--- src/rtl/lcd_timing_rx.sv ---
// rtl/lcd_timing_rx.sv - DE-only LCD timing receiver with format measurement and lock
module lcd_timing_rx #(
  parameter int EXP_H_DISP  = 800,
  parameter int EXP_V_DISP  = 480,
  parameter int VBLANK_MIN  = 1500,
  parameter int LOCK_FRAMES = 2
) (
  input  logic        clk,
  input  logic        rst_n,
  input  logic        vid_de,
  input  logic [23:0] vid_rgb,
  output logic        pix_valid,
  output logic [23:0] pix_data,
  output logic [11:0] pix_x,
  output logic [11:0] pix_y,
  output logic        sof,
  output logic        eol,
  output logic        eof,
  output logic [11:0] meas_h_disp,
  output logic [11:0] meas_h_total,
  output logic [11:0] meas_v_disp,
  output logic        locked,
  output logic        fmt_err
);

  localparam logic [12:0] H_EXP    = 13'(EXP_H_DISP);
  localparam logic [11:0] V_EXP    = 12'(EXP_V_DISP);
  localparam logic [15:0] GAP_END  = 16'(VBLANK_MIN - 1);
  localparam logic [3:0]  LOCK_N   = 4'(LOCK_FRAMES);
  localparam logic [12:0] RUN_SAT  = 13'd4096;
  localparam logic [11:0] CNT_MAX  = 12'hFFF;

  typedef enum logic [1:0] {SEARCH, LOCKING, LOCKED} state_t;

  state_t      state, state_n;
  logic [3:0]  good_cnt, good_cnt_n;
  logic        armed, in_line, in_frame, primed, frame_bad;
  logic [12:0] run_cnt;
  logic [11:0] tot_cnt, line_cnt;
  logic [15:0] gap_cnt;
  logic        rise, frame_start, fall, run_long, h_bad, eof_det, v_bad, good_eof;

  // Edge and event decode; pix_valid doubles as the delayed DE for edge detection.
  // in_line is set only for armed lines, so a DE run already high at reset release is ignored.
  assign rise        = vid_de & ~pix_valid & armed;
  assign frame_start = rise & ~in_frame;
  assign fall        = ~vid_de & in_line;
  assign run_long    = vid_de & in_line & (run_cnt == 13'd4095);
  assign h_bad       = fall & (run_cnt != H_EXP) & (run_cnt != RUN_SAT);
  assign eof_det     = ~vid_de & in_frame & (gap_cnt == GAP_END);
  assign v_bad       = eof_det & (line_cnt != V_EXP);
  assign eol         = fall;
  assign locked      = (state == LOCKED);

  // Pixel pipeline, line tracking and coordinates.
  always_ff @(posedge clk or negedge rst_n) begin
    if (!rst_n) begin
      pix_valid <= 1'b0;
      pix_data  <= '0;
      armed     <= 1'b0;
      in_line   <= 1'b0;
      run_cnt   <= '0;
      pix_x     <= '0;
      pix_y     <= '0;
      line_cnt  <= '0;
      sof       <= 1'b0;
    end else begin
      pix_valid <= vid_de;
      pix_data  <= vid_de ? vid_rgb : 24'h0;
      armed     <= armed | ~vid_de;
      in_line   <= rise | (vid_de & in_line);
      sof       <= frame_start;
      if (rise)
        run_cnt <= 13'd1;
      else if (vid_de && in_line && run_cnt != RUN_SAT)
        run_cnt <= run_cnt + 13'd1;
      if (rise)
        pix_x <= '0;
      else if (vid_de && in_line && pix_x != CNT_MAX)
        pix_x <= pix_x + 12'd1;
      if (frame_start) begin
        pix_y    <= '0;
        line_cnt <= 12'd1;
      end else if (rise) begin
        if (pix_y != CNT_MAX) pix_y <= pix_y + 12'd1;
        if (line_cnt != CNT_MAX) line_cnt <= line_cnt + 12'd1;
      end
    end
  end

  // Horizontal measurements: DE-high run length and rise-to-rise period within a frame.
  always_ff @(posedge clk or negedge rst_n) begin
    if (!rst_n) begin
      tot_cnt      <= '0;
      meas_h_disp  <= '0;
      meas_h_total <= '0;
    end else begin
      if (rise)
        tot_cnt <= 12'd1;
      else if (tot_cnt != CNT_MAX)
        tot_cnt <= tot_cnt + 12'd1;
      if (rise && in_frame)
        meas_h_total <= tot_cnt;
      if (fall)
        meas_h_disp <= run_cnt[12] ? CNT_MAX : run_cnt[11:0];
    end
  end

  // Vertical blanking detection, frame bracketing and error pulse generation.
  always_ff @(posedge clk or negedge rst_n) begin
    if (!rst_n) begin
      gap_cnt     <= '0;
      in_frame    <= 1'b0;
      eof         <= 1'b0;
      meas_v_disp <= '0;
      fmt_err     <= 1'b0;
      primed      <= 1'b0;
      frame_bad   <= 1'b0;
    end else begin
      if (vid_de)
        gap_cnt <= '0;
      else if (gap_cnt != 16'hFFFF)
        gap_cnt <= gap_cnt + 16'd1;
      if (frame_start)
        in_frame <= 1'b1;
      else if (eof_det)
        in_frame <= 1'b0;
      eof     <= eof_det;
      fmt_err <= h_bad | v_bad | run_long;
      if (eof_det)
        meas_v_disp <= line_cnt;
      // The first frame after reset may be partial, so its eof only primes the lock logic.
      if (eof)
        primed <= 1'b1;
      if (eof)
        frame_bad <= 1'b0;
      else if (fmt_err)
        frame_bad <= 1'b1;
    end
  end

  // Lock FSM state register.
  always_ff @(posedge clk or negedge rst_n) begin
    if (!rst_n) begin
      state    <= SEARCH;
      good_cnt <= '0;
    end else begin
      state    <= state_n;
      good_cnt <= good_cnt_n;
    end
  end

  // Lock FSM next state: count consecutive error-free frames, drop on any error.
  always_comb begin
    state_n    = state;
    good_cnt_n = good_cnt;
    good_eof   = eof & primed & ~frame_bad & ~fmt_err;
    if (fmt_err) begin
      state_n    = SEARCH;
      good_cnt_n = '0;
    end else if (good_eof) begin
      case (state)
        SEARCH: begin
          good_cnt_n = 4'd1;
          state_n    = (LOCK_N == 4'd1) ? LOCKED : LOCKING;
        end
        LOCKING: begin
          good_cnt_n = good_cnt + 4'd1;
          if (good_cnt + 4'd1 >= LOCK_N) state_n = LOCKED;
        end
        default: ;
      endcase
    end
  end

endmodule

--- config.mk ---
export PLATFORM = sky130hd
export DESIGN_NAME = lcd_timing_rx
export DESIGN_NICKNAME = d
export VERILOG_FILES = /design/src/rtl/lcd_timing_rx.sv
export SDC_FILE = /design/constraint.sdc
export NUM_CORES = 1
export LEC_CHECK = 0
export BUFFER_PORTS_ARGS = -buffer_cell sky130_fd_sc_hd__buf_2
export CORE_MARGIN = 2
export CORE_UTILIZATION = 55
export DETAILED_ROUTE_END_ITERATION = 8
export PLACE_DENSITY = 0.76
export REMOVE_ABC_BUFFERS = 1
export SYNTH_ARGS = -nofsm -noshare
export SYNTH_HDL_FRONTEND = slang
export SYNTH_SLANG_ARGS = --single-unit
--- constraint.sdc ---
create_clock -name clk -period 2.25 [get_ports clk]
set_input_delay 0.1125 -clock clk [delete_from_list [all_inputs] [get_ports clk]]
set_output_delay 0.1125 -clock clk [all_outputs]
set_load 0.02 [all_outputs]
==> results of run 1 <==
## worst register-to-register path, cell delays in order, from the launching register on
cell     delay [ps]
dfrtp_1         420
ha_1            240
or4b_4          510
nor4_4          280
buf_12          190
mux2_1          340
## worst paths after layout
check                             endpoint            start  slack [ps]
setup / recovery            meas_v_disp[7]       gap_cnt[0]         160
hold / removal                   pix_valid           vid_de         100
setup reg to reg            meas_v_disp[7]       gap_cnt[0]         160
hold reg to reg            meas_h_disp[10]  meas_h_disp[10]         480
max in group asynchronous      line_cnt[7]            rst_n        1360
min in group asynchronous     pix_data[17]            rst_n         230
## timing repair
| item | 4_1_cts | 5_1_grt |
|---|---|---|
| hold buffers | 25 | 0 |
| gates resized for setup | 0 | 0 |
| endpoints found under the hold margin | 82 | 0 |
## per-stage QoR
| step | hold WS, ps | worst slack [ps] | std cells | utilization [%] |
|---|---|---|---|---|
| after detailed placement | 133 | 178 | 974 | 63.2 |
| after floorplan | -183 | -376 | 668 | - |
| after CTS | 94.4 | 166 | 1031 | 69.6 |
| after global placement | 126 | 222 | 974 | 63.2 |
| final | 102 | 157 | 1031 | 69.6 |
| after global routing | 123 | 75.8 | 1031 | 69.6 |
## layout by cell type, fill, tap and decap left out, drive strengths merged, types with 3 or more instances in the layout
| master | n |
|---|---|
| a211oi | 8 |
| a21oi | 35 |
| a31o | 3 |
| a31oi | 10 |
| a41oi | 4 |
| and2 | 26 |
| and3 | 4 |
| and4 | 9 |
| buf | 134 |
| clkbuf | 20 |
| clkinv | 9 |
| dfrtp | 152 |
| dlygate4sd3 | 25 |
| ha | 10 |
| inv | 15 |
| mux2 | 24 |
| mux2i | 8 |
| nand2 | 63 |
| nand2b | 8 |
| nand3 | 34 |
| nand3b | 3 |
| nand4 | 18 |
| nor2 | 62 |
| nor2b | 3 |
| nor3 | 24 |
| nor4 | 11 |
| nor4b | 4 |
| o211ai | 3 |
| o21ai | 37 |
| o311ai | 3 |
| o31ai | 16 |
| or2 | 3 |
| or3 | 11 |
| or4 | 15 |
| xnor2 | 11 |
| xor2 | 4 |
## power by group through the flow
stage,clock [mW],combinational [mW],sequential [mW]
after CTS,2.72,0.906,3.20
after global placement,0,0.836,3.23
after detailed placement,0,0.867,3.24
final,2.69,0.898,3.20
after floorplan,0,0.385,3.33
after global routing,2.86,1.01,3.24
## routing by layer
metal,part of all wire (%),wire length (um)
met2,51,8750
met5,0,0
met3,3.6,621
met1,43,7310
met4,2.2,376
## final cells by class
cell class / instances / area [um^2] / area share [%]
inverter: 15 / 56.3 / 0.641
multi-input combinational: 501 / 3130 / 35.6
tap: 172 / 215 / 2.45
timing repair buffer: 159 / 1020 / 11.6
clock buffer: 20 / 457 / 5.20
sequential: 152 / 3800 / 43.3
clock inverter: 12 / 101 / 1.15
## cells by family (layout without fill, tap and decap cells)
family	Yosys count	in the layout	share of synthesized area (%)
simple gates	306	306	23.2
mux	32	32	4.92
fa+ha+maj	10	10	1.76
flops	152	152	53.4
xor+xnor	15	15	1.85
buf+inv	45	206	2.55
compound gates	138	138	12.3
==> flow_metrics.env, run 1 <==
export IMPL_status="finished, final reports clean"
export IMPL_drtIter0Drc=629
export IMPL_cp_slowest_stage_delay_ps=510
export IMPL_fin_crit_ps=2090
export IMPL_path_depth=5
export IMPL_synth_ff_type="dfrtp_1"
export IMPL_worst_path_max_fanout=14
export IMPL_largest_reg_flops=24
export IMPL_grt_use_met1_pct=32.7
export IMPL_path_buf_inv=1
export IMPL_biggestRegsByFlops="pix_data: 24 flops, gap_cnt: 16 flops, run_cnt: 13 flops"
export IMPL_synth_top_cell_by_area="dfrtp_1"
export IMPL_core_um2=12600
export IMPL_worst_hold_path_type="in2reg"
export IMPL_finalHoldViolCount=0
export IMPL_slew_headroom_pct=52.9
export IMPL_switchingPower_mw=1.92
export IMPL_synthDistinctLibCells=69
export IMPL_routed_via_count=6053
export IMPL_fin_setup_tns_ps=0
export IMPL_fmax_ghz=0.478
export IMPL_drv_cap=0
export IMPL_path_cells="ha_1 > or4b_4 > nor4_4 > buf_12 > mux2_1"
export IMPL_grtUsageTotal_pct=25.6
export IMPL_fp_dieW_um=118
export IMPL_synth_top_area_share_pct=53.4
export IMPL_busiest_layer="met2"
export IMPL_dpl_instance_area_um2=7980
export IMPL_antenna_left=0
export IMPL_overflow=0
export IMPL_slowest_stage="or4b_4"
export IMPL_rsz0062_at_grt="false"
export IMPL_wl_per_cell_um=16.5
export IMPL_start_util_pct=56.4
export IMPL_syn_avg_cell_area_um2=10.2
export IMPL_p_seq_share_pct=47.1
export IMPL_grt_util_met2_pct=43.7
export IMPL_row_count=41
export IMPL_io_pins=117
export IMPL_yosysMostFrequentCell="dfrtp_1"
export IMPL_fin_crit_sh_pct=93.0
export IMPL_grt_max_degree=62
export IMPL_htreeDepth=4
export IMPL_path_clk_slew_ps=60
export IMPL_crit_family="simple AND/OR/NAND/NOR gates"
export IMPL_final_layout_size_suffix_gt1_share_pct=22.6
export IMPL_drc=0
export IMPL_power_frac_comb_pct=13.2
export IMPL_grt_pass1_wl_um=28800
export IMPL_synth_area_top_cells="dfrtp_1, nand2_1, nor2_1, o21ai_0, mux2_2"
export IMPL_final_net_count=883
export IMPL_end_kind="flip-flop"
export IMPL_clock_path_buffers=2
export IMPL_drt_vias_per_instance=5.87
export IMPL_cts_setup_buffers=0
export IMPL_regMostFlops="pix_data"
export IMPL_yosys_warnings=0
export IMPL_fp_dieH_um=118
export IMPL_drt_wl_total_um=17100
export IMPL_design_area_um2=8790
export IMPL_worstRegToRegCells=5
export IMPL_seq_area_frac_synth_pct=53.4
export IMPL_setup_viol=0
export IMPL_startpoint_type="flip-flop"
export IMPL_p_total_mw=6.79
export IMPL_syn_to_final_growth_pct=23.5
export IMPL_antennaDiodeCount=0
export IMPL_intPower_mw=4.88
export IMPL_antenna_found_initial=0
export IMPL_whs_path_depth=2
export IMPL_hpwl_um=11400
export IMPL_leakagePower_nw=4.09
export IMPL_insertion_delay_ps=430
export IMPL_syn_area_um2=7120
export IMPL_grt_pass1_vias=5811
export IMPL_synth_edf_count=0
export IMPL_root_buffer="clkbuf_16"
export IMPL_synthTopCellsByCount="dfrtp_1, nand2_1, nor2_1, o21ai_0, a21oi_1"
export IMPL_cts_sinks=152
export IMPL_worst_slew_pin_slew_ps=701
export IMPL_clock_power_share_pct=39.6
export IMPL_ys_ff_latch=152
export IMPL_grt_use_met3_pct=4.60
export IMPL_fin_skew_ps=8.44
export IMPL_critPathRequiredTime_ps=2550
export IMPL_fill_cells=1011
export IMPL_drt_pass1_iterations=5
export IMPL_critPathArrivalTime_ps=2390
export IMPL_power_density_nw_per_um2=773
export IMPL_die_area_um2=13900
export IMPL_finalWeightedCongestion=0.939
export IMPL_cts_buffers=17
export IMPL_irDropWorstVdd_v=0.000498
export IMPL_drv_slew=0
export IMPL_async_flop_share_pct=100
export IMPL_swShare_pct=28.2
export IMPL_path_class="reg2reg"
export IMPL_cts_tree="built"
export IMPL_io_buffer_count=116
export IMPL_synthCells=698
(Power assumes the default switching activity.)
==> inputs of run 2 (changes only) <==
GPL_TIMING_DRIVEN = 0   (was default)
==> run 2 against run 1 <==
Against the previous run: utilization is 0.62 points lower; worst setup slack improved by 24 ps; combinational power shrank 2%; worst hold slack gained 93 ps; die area is the same; sequential cell count is the same; global-route usage decreased by 1.2 points; largest cell class unchanged; highest routed layer unchanged.
==> flow_metrics.env, run 2 (synthesis results as in run 1) <==
export IMPL_io_pins=117
export IMPL_drt_vias_per_instance=5.82
export IMPL_whs_path_depth=1
export IMPL_slew_headroom_pct=29.8
export IMPL_finalHoldViolCount=0
export IMPL_fmax_ghz=0.483
export IMPL_htreeDepth=4
export IMPL_drv_slew=0
export IMPL_irDropWorstVdd_v=0.000630
export IMPL_fin_crit_sh_pct=92.0
export IMPL_leakagePower_nw=4.04
export IMPL_die_area_um2=13900
export IMPL_worst_path_max_fanout=27
export IMPL_startpoint_type="flip-flop"
export IMPL_path_class="reg2reg"
export IMPL_fin_cells=1017
export IMPL_fin_skew_ps=9.50
export IMPL_drc=0
export IMPL_cts_buffers=17
export IMPL_grt_pass1_vias=5788
export IMPL_row_count=41
export IMPL_power_density_nw_per_um2=776
export IMPL_design_area_um2=8710
export IMPL_drt_pass1_iterations=5
export IMPL_dp_slack_ps=-1060
export IMPL_cp_slowest_stage_delay_ps=480
export IMPL_dp_cells=958
export IMPL_whs_endpoint="pix_valid"
export IMPL_drt_wl_total_um=16000
export IMPL_finalWorstSetupSlack_ps=181
export IMPL_insertion_delay_ps=420
export IMPL_slowest_stage="or4_1"
export IMPL_path_buf_inv=1
export IMPL_grt_pass1_wl_um=27900
export IMPL_root_buffer="clkbuf_16"
export IMPL_drtIter0Drc=488
export IMPL_status="finished, final reports clean"
export IMPL_wl_per_cell_um=15.8
export IMPL_ff2ff_setup_slack_ps=180
export IMPL_post_route_util_pct=69.0
export IMPL_mostFrequentLayoutCell="dfrtp_1"
export IMPL_core_um2=12600
export IMPL_drv_cap=0
export IMPL_path_depth=5
export IMPL_r2r_start="pix_valid"
export IMPL_regMostFlops="pix_data"
export IMPL_cts_tree="built"
export IMPL_routed_via_count=5914
export IMPL_io_buffer_count=116
export IMPL_worstRegToRegCells=5
export IMPL_p_total_mw=6.75
export IMPL_grt_max_degree=78
export IMPL_path_clk_slew_ps=50
export IMPL_cts_sinks=152
export IMPL_worst_hold_path_type="in2reg"
export IMPL_end_kind="flip-flop"
export IMPL_path_cells="nand3b_1 > buf_8 > or3_4 > or4_1 > a21oi_1"
export IMPL_final_net_count=872
export IMPL_fp_dieH_um=118
export IMPL_dpl_instance_area_um2=7840
export IMPL_clock_path_buffers=2
export IMPL_start_util_pct=56.4
export IMPL_setup_viol=0
export IMPL_layout_common_cells="dfrtp_1, buf_2, nor2_1, nand2_1, o21ai_0"
export IMPL_r2r_end="line_cnt[11]"
export IMPL_hpwl_um=10300
export IMPL_critPathRequiredTime_ps=2590
export IMPL_fill_cells=998
export IMPL_fp_dieW_um=118
export IMPL_antenna_left=0
export IMPL_largest_reg_flops=24
export IMPL_hp_start="vid_de"
export IMPL_antenna_found_initial=0
export IMPL_worst_slew_pin_slew_ps=1050
export IMPL_fin_crit_ps=2070
export IMPL_syn_to_final_growth_pct=22.4
export IMPL_biggestRegsByFlops="pix_data: 24 flops, gap_cnt: 16 flops, run_cnt: 13 flops"
export IMPL_cp_startpoint="pix_valid"
export IMPL_antennaDiodeCount=0
export IMPL_rsz0062_at_grt="false"
export IMPL_critPathArrivalTime_ps=2400
export IMPL_crit_family="simple AND/OR/NAND/NOR gates"
export IMPL_overflow=0
export IMPL_finalWeightedCongestion=0.888
export IMPL_final_layout_size_suffix_gt1_share_pct=22.0
export IMPL_grtUsageTotal_pct=24.4
run 2: cell count changes in the layout (fill, tap and decap cells not counted), moves of 2 or more:
cell and delta:
buf_12 -3, buf_4 -10, or3_1 -2, or3_4 +2
run 2: metal layers:
metal,track usage [%],wire length (um),vias up
li1,-,-,2833
met1,31.4,7010,2903
met2,41.2,8160,151
met3,4.22,577,27
met4,9.34,283,0
met5,0,0,-
run 2: metrics by stage:
step                hold slack [ps]  setup TNS, ps
CTS                             196              0
floorplan                      -183          -2020
global placement                325        -198090
finish                          194              0
global route                    250              0
detailed placement              182         -31660
run 2: worst reg2reg max path, delay by kind of cell (launching register included):
family	cells	cell delay [ps]
buffers and inverters	1	260
and+or+nand+nor	3	1190
AOI/OAI and AO/OA	1	160
DFF	1	380
run 2: power by group:
part | internal, mW | switching (mW)
combinational | 0.351 | 0.531
sequential | 2.95 | 0.257
clock | 1.63 | 1.04
run 2: final cells by class:
class | count | area, um^2 | area share (%)
clock buffer | 19 | 443 | 5.09
sequential | 152 | 3800 | 43.7
tap | 172 | 215 | 2.47
timing repair buffer | 148 | 930 | 10.7
multi-input combinational | 501 | 3150 | 36.2
inverter | 15 | 56.3 | 0.647
clock inverter | 10 | 106 | 1.22
run 2: worst max-delay path by stage:
stage,end,slack (ps)
6_report,line_cnt[11],180
2_1_floorplan,pix_y[11],-380
3_5_place_dp,meas_h_total[7],-1060
4_1_cts,meas_h_total[7],30
3_3_place_gp,pix_y[2],-1280
5_1_grt,eol,5
run 2: repair_timing:
item,CTS,global route
setup endpoints to repair,42,24
hold endpoints to repair,100,0
setup buffers,3,2
hold buffers,25,0
pin swaps,1,0
gates resized for setup,2,5
==> inputs of run 3 (changes only) <==
ABC_AREA = 1   (was default)
PLACE_DENSITY = default   (was 0.76)
PLACE_DENSITY_LB_ADDON = 0.15   (was default)
==> run 3 against run 2 <==
Against the previous run: cell count grew 29%; combinational power grew 42%; clock power grew 18%; final area grew 6.2%; critical endpoint is now line_cnt[9]; register-to-register slack gained 70 ps; utilization grew 0.29 points; maximum frequency grew 3.4%; largest power group unchanged; first-iteration DRC count shrank 0.82%; sequential share of layout area shrank 2.6 points; clock skew shrank 2.8 ps; critical path type unchanged; total power grew 14%; die area grew 5.9%.
==> flow_metrics.env, run 3 <==
export IMPL_drt_pass1_iterations=5
export IMPL_path_class="reg2reg"
export IMPL_cp_slowest_stage_delay_ps=450
export IMPL_largest_reg_flops=24
export IMPL_leakagePower_nw=4.83
export IMPL_syn_area_um2=7550
export IMPL_ff2ff_setup_slack_ps=250
export IMPL_regMostFlops="pix_data"
export IMPL_routed_via_count=6962
export IMPL_path_depth=8
export IMPL_power_density_nw_per_um2=830
export IMPL_grtUsageTotal_pct=26.8
export IMPL_seq_area_frac_synth_pct=50.4
export IMPL_wl_per_cell_um=14.0
export IMPL_crit_family="simple AND/OR/NAND/NOR gates"
export IMPL_mostFrequentLayoutCell="nand2_1"
export IMPL_synth_area_top_cells="dfrtp_1, nand2_1, nand3_1, inv_1, nor2_1"
export IMPL_slowest_stage="dfrtp_1"
export IMPL_p_seq_share_pct=42.8
export IMPL_cts_sinks=152
export IMPL_core_um2=13300
export IMPL_r2r_end="line_cnt[9]"
export IMPL_setup_viol=0
export IMPL_switchingPower_mw=2.21
export IMPL_yosysMostFrequentCell="nand2_1"
export IMPL_path_clk_slew_ps=60
export IMPL_layout_common_cells="nand2_1, dfrtp_1, inv_1, buf_2, nand3_1"
export IMPL_drv_slew=0
export IMPL_synthDistinctLibCells=32
export IMPL_syn_avg_cell_area_um2=7.71
export IMPL_grt_pass1_wl_um=31300
export IMPL_endpoint="line_cnt[9]"
export IMPL_intPower_mw=5.47
export IMPL_ys_ff_latch=152
export IMPL_fin_setup_tns_ps=0
export IMPL_end_kind="flip-flop"
export IMPL_rsz0062_at_grt="false"
export IMPL_drc=0
export IMPL_worst_hold_path_type="in2reg"
export IMPL_worst_slew_pin_slew_ps=832
export IMPL_worst_path_max_fanout=17
export IMPL_fill_cells=1121
export IMPL_final_net_count=1158
export IMPL_htreeDepth=4
export IMPL_synthCells=979
export IMPL_cts_tree="built"
export IMPL_cts_buffers=17
export IMPL_die_area_um2=14700
export IMPL_start_util_pct=56.6
export IMPL_biggestRegsByFlops="pix_data: 24 flops, gap_cnt: 16 flops, run_cnt: 13 flops"
export IMPL_swShare_pct=28.8
export IMPL_r2r_start="line_cnt[0]"
export IMPL_synthTopCellsByCount="nand2_1, dfrtp_1, inv_1, nand3_1, nor2_1"
export IMPL_synth_top_area_share_pct=50.4
export IMPL_overflow=0
export IMPL_fp_dieW_um=121
export IMPL_row_count=42
export IMPL_synth_edf_count=0
export IMPL_fin_skew_ps=6.72
export IMPL_antenna_found_initial=0
export IMPL_worstRegToRegCells=8
export IMPL_critPathArrivalTime_ps=2290
export IMPL_slew_headroom_pct=44.2
export IMPL_insertion_delay_ps=420
export IMPL_startpoint_type="flip-flop"
export IMPL_io_buffer_count=116
export IMPL_hpwl_um=12000
export IMPL_drt_vias_per_instance=5.31
export IMPL_irDropWorstVdd_v=0.000525
export IMPL_power_frac_comb_pct=16.3
export IMPL_fp_dieH_um=121
export IMPL_antenna_left=0
export IMPL_io_pins=117
export IMPL_drt_wl_total_um=18300
export IMPL_path_buf_inv=1
export IMPL_cp_startpoint="line_cnt[0]"
export IMPL_final_layout_size_suffix_gt1_share_pct=16.0
export IMPL_fin_crit_sh_pct=88.9
export IMPL_critPathRequiredTime_ps=2540
export IMPL_synth_ff_type="dfrtp_1"
export IMPL_async_flop_share_pct=100
export IMPL_fin_crit_ps=2000
export IMPL_grt_pass1_vias=6574
export IMPL_syn_to_final_growth_pct=22.5
export IMPL_status="finished, final reports clean"
export IMPL_finalHoldViolCount=0
export IMPL_yosys_warnings=0
export IMPL_clock_power_share_pct=40.9
export IMPL_fmax_ghz=0.500
export IMPL_cpMostUsedCell="nand2_1"
export IMPL_path_cells="ha_1 > nand2_1 > nor2_2 > nand3_1 > nand2_1 > nand2_1 > inv_2 > o21ai_0"
export IMPL_finalWeightedCongestion=0.884
export IMPL_drtIter0Drc=484
export IMPL_whs_ps=131
export IMPL_synth_top_cell_by_area="dfrtp_1"
export IMPL_antennaDiodeCount=0
export IMPL_grt_max_degree=92
export IMPL_root_buffer="clkbuf_16"
export IMPL_drv_cap=0
export IMPL_clock_path_buffers=2
==> run 3: cell types whose count changed in the layout (fill, tap and decap cells not counted), sizes merged, moves of 11 or more <==
| cell | delta |
|---|---|
| or3 | -11 |
| nand4 | +23 |
| mux2 | -24 |
| nor2 | +39 |
| o31ai | -12 |
| nand2 | +227 |
| and2 | -25 |
| inv | +104 |
| a21oi | -29 |
| or4 | -15 |
| nand3 | +76 |
| o21ai | +23 |
==> run 3: stage by stage <==
step                      setup slack [ps]  cells  cell area [um^2]  utilization [%]  total power, mW
final                                  249   1310              9250             69.3             7.68
after global routing                  12.7   1310              9250             69.3             8.04
after CTS                             76.3   1310              9240             69.2             7.72
after detailed placement             -1220   1247              8280             62.0             4.52
after global placement               -1180   1245              8230             61.6             4.48
after floorplan                        171    953              7430                -             4.05
==> run 3: final cells by class <==
cell class                      instances  area, um^2  share of cell area (%)
Sequential cell                       152        3800                    41.1
Multi-Input combinational cell        684        3210                    34.7
Timing Repair Buffer                  148         920                    9.94
Clock buffer                           20         457                    4.94
Inverter                              118         445                    4.82
Tap cell                              176         220                    2.38
Clock inverter                         12         198                    2.14
==> run 3: timing repair <==
item / in CTS / in global routing
setup buffers: 5 / 0
gates resized for setup: 2 / 6
pin swaps: 2 / 0
hold endpoints to repair: 85 / 0
hold buffers: 25 / 0
setup endpoints to repair: 76 / 40
cloned: 1 / 0
==> run 3: how the worst min path moves through the flow <==
| stage | startpoint | end | depth (start not counted) |
|---|---|---|---|
| 2_1_floorplan | rst_n | armed | 0 |
| 3_3_place_gp | vid_rgb[0] | pix_data[0] | 3 |
| 3_5_place_dp | rst_n | pix_y[11] | 1 |
| 4_1_cts | vid_de | pix_valid | 1 |
| 5_1_grt | vid_de | pix_valid | 1 |
| 6_report | vid_de | pix_valid | 1 |
==> run 3: per-layer routing <==
metal  wire length (um)  vias to the layer above  GRT usage [%]
met2               8950                      174           44.2
met3                861                       30           5.26
met4                325                        0           9.34
met5                  0                        -              0
met1               8170                     3304           35.5
li1                   -                     3454              -
==> run 3: power groups by stage <==
stage,clock [mW],sequential [mW],combinational [mW]
6_report,3.14,3.29,1.25
5_1_grt,3.31,3.33,1.40
4_1_cts,3.19,3.28,1.25
3_5_place_dp,0,3.33,1.20
3_3_place_gp,0,3.32,1.16
2_1_floorplan,0,3.46,0.598
==> run 3: kinds of logic (layout without fill, tap and decap cells) <==
kind of cell / Yosys count / count (layout) / synth area share, %
AND/OR/NAND/NOR: 576 / 577 / 33.0
flip-flops: 152 / 152 / 50.4
adder cells (fa/ha/maj): 10 / 10 / 1.66
XOR/XNOR: 11 / 11 / 1.28
AO/OA/AOI/OAI: 86 / 86 / 6.15
buffers and inverters: 144 / 298 / 7.52
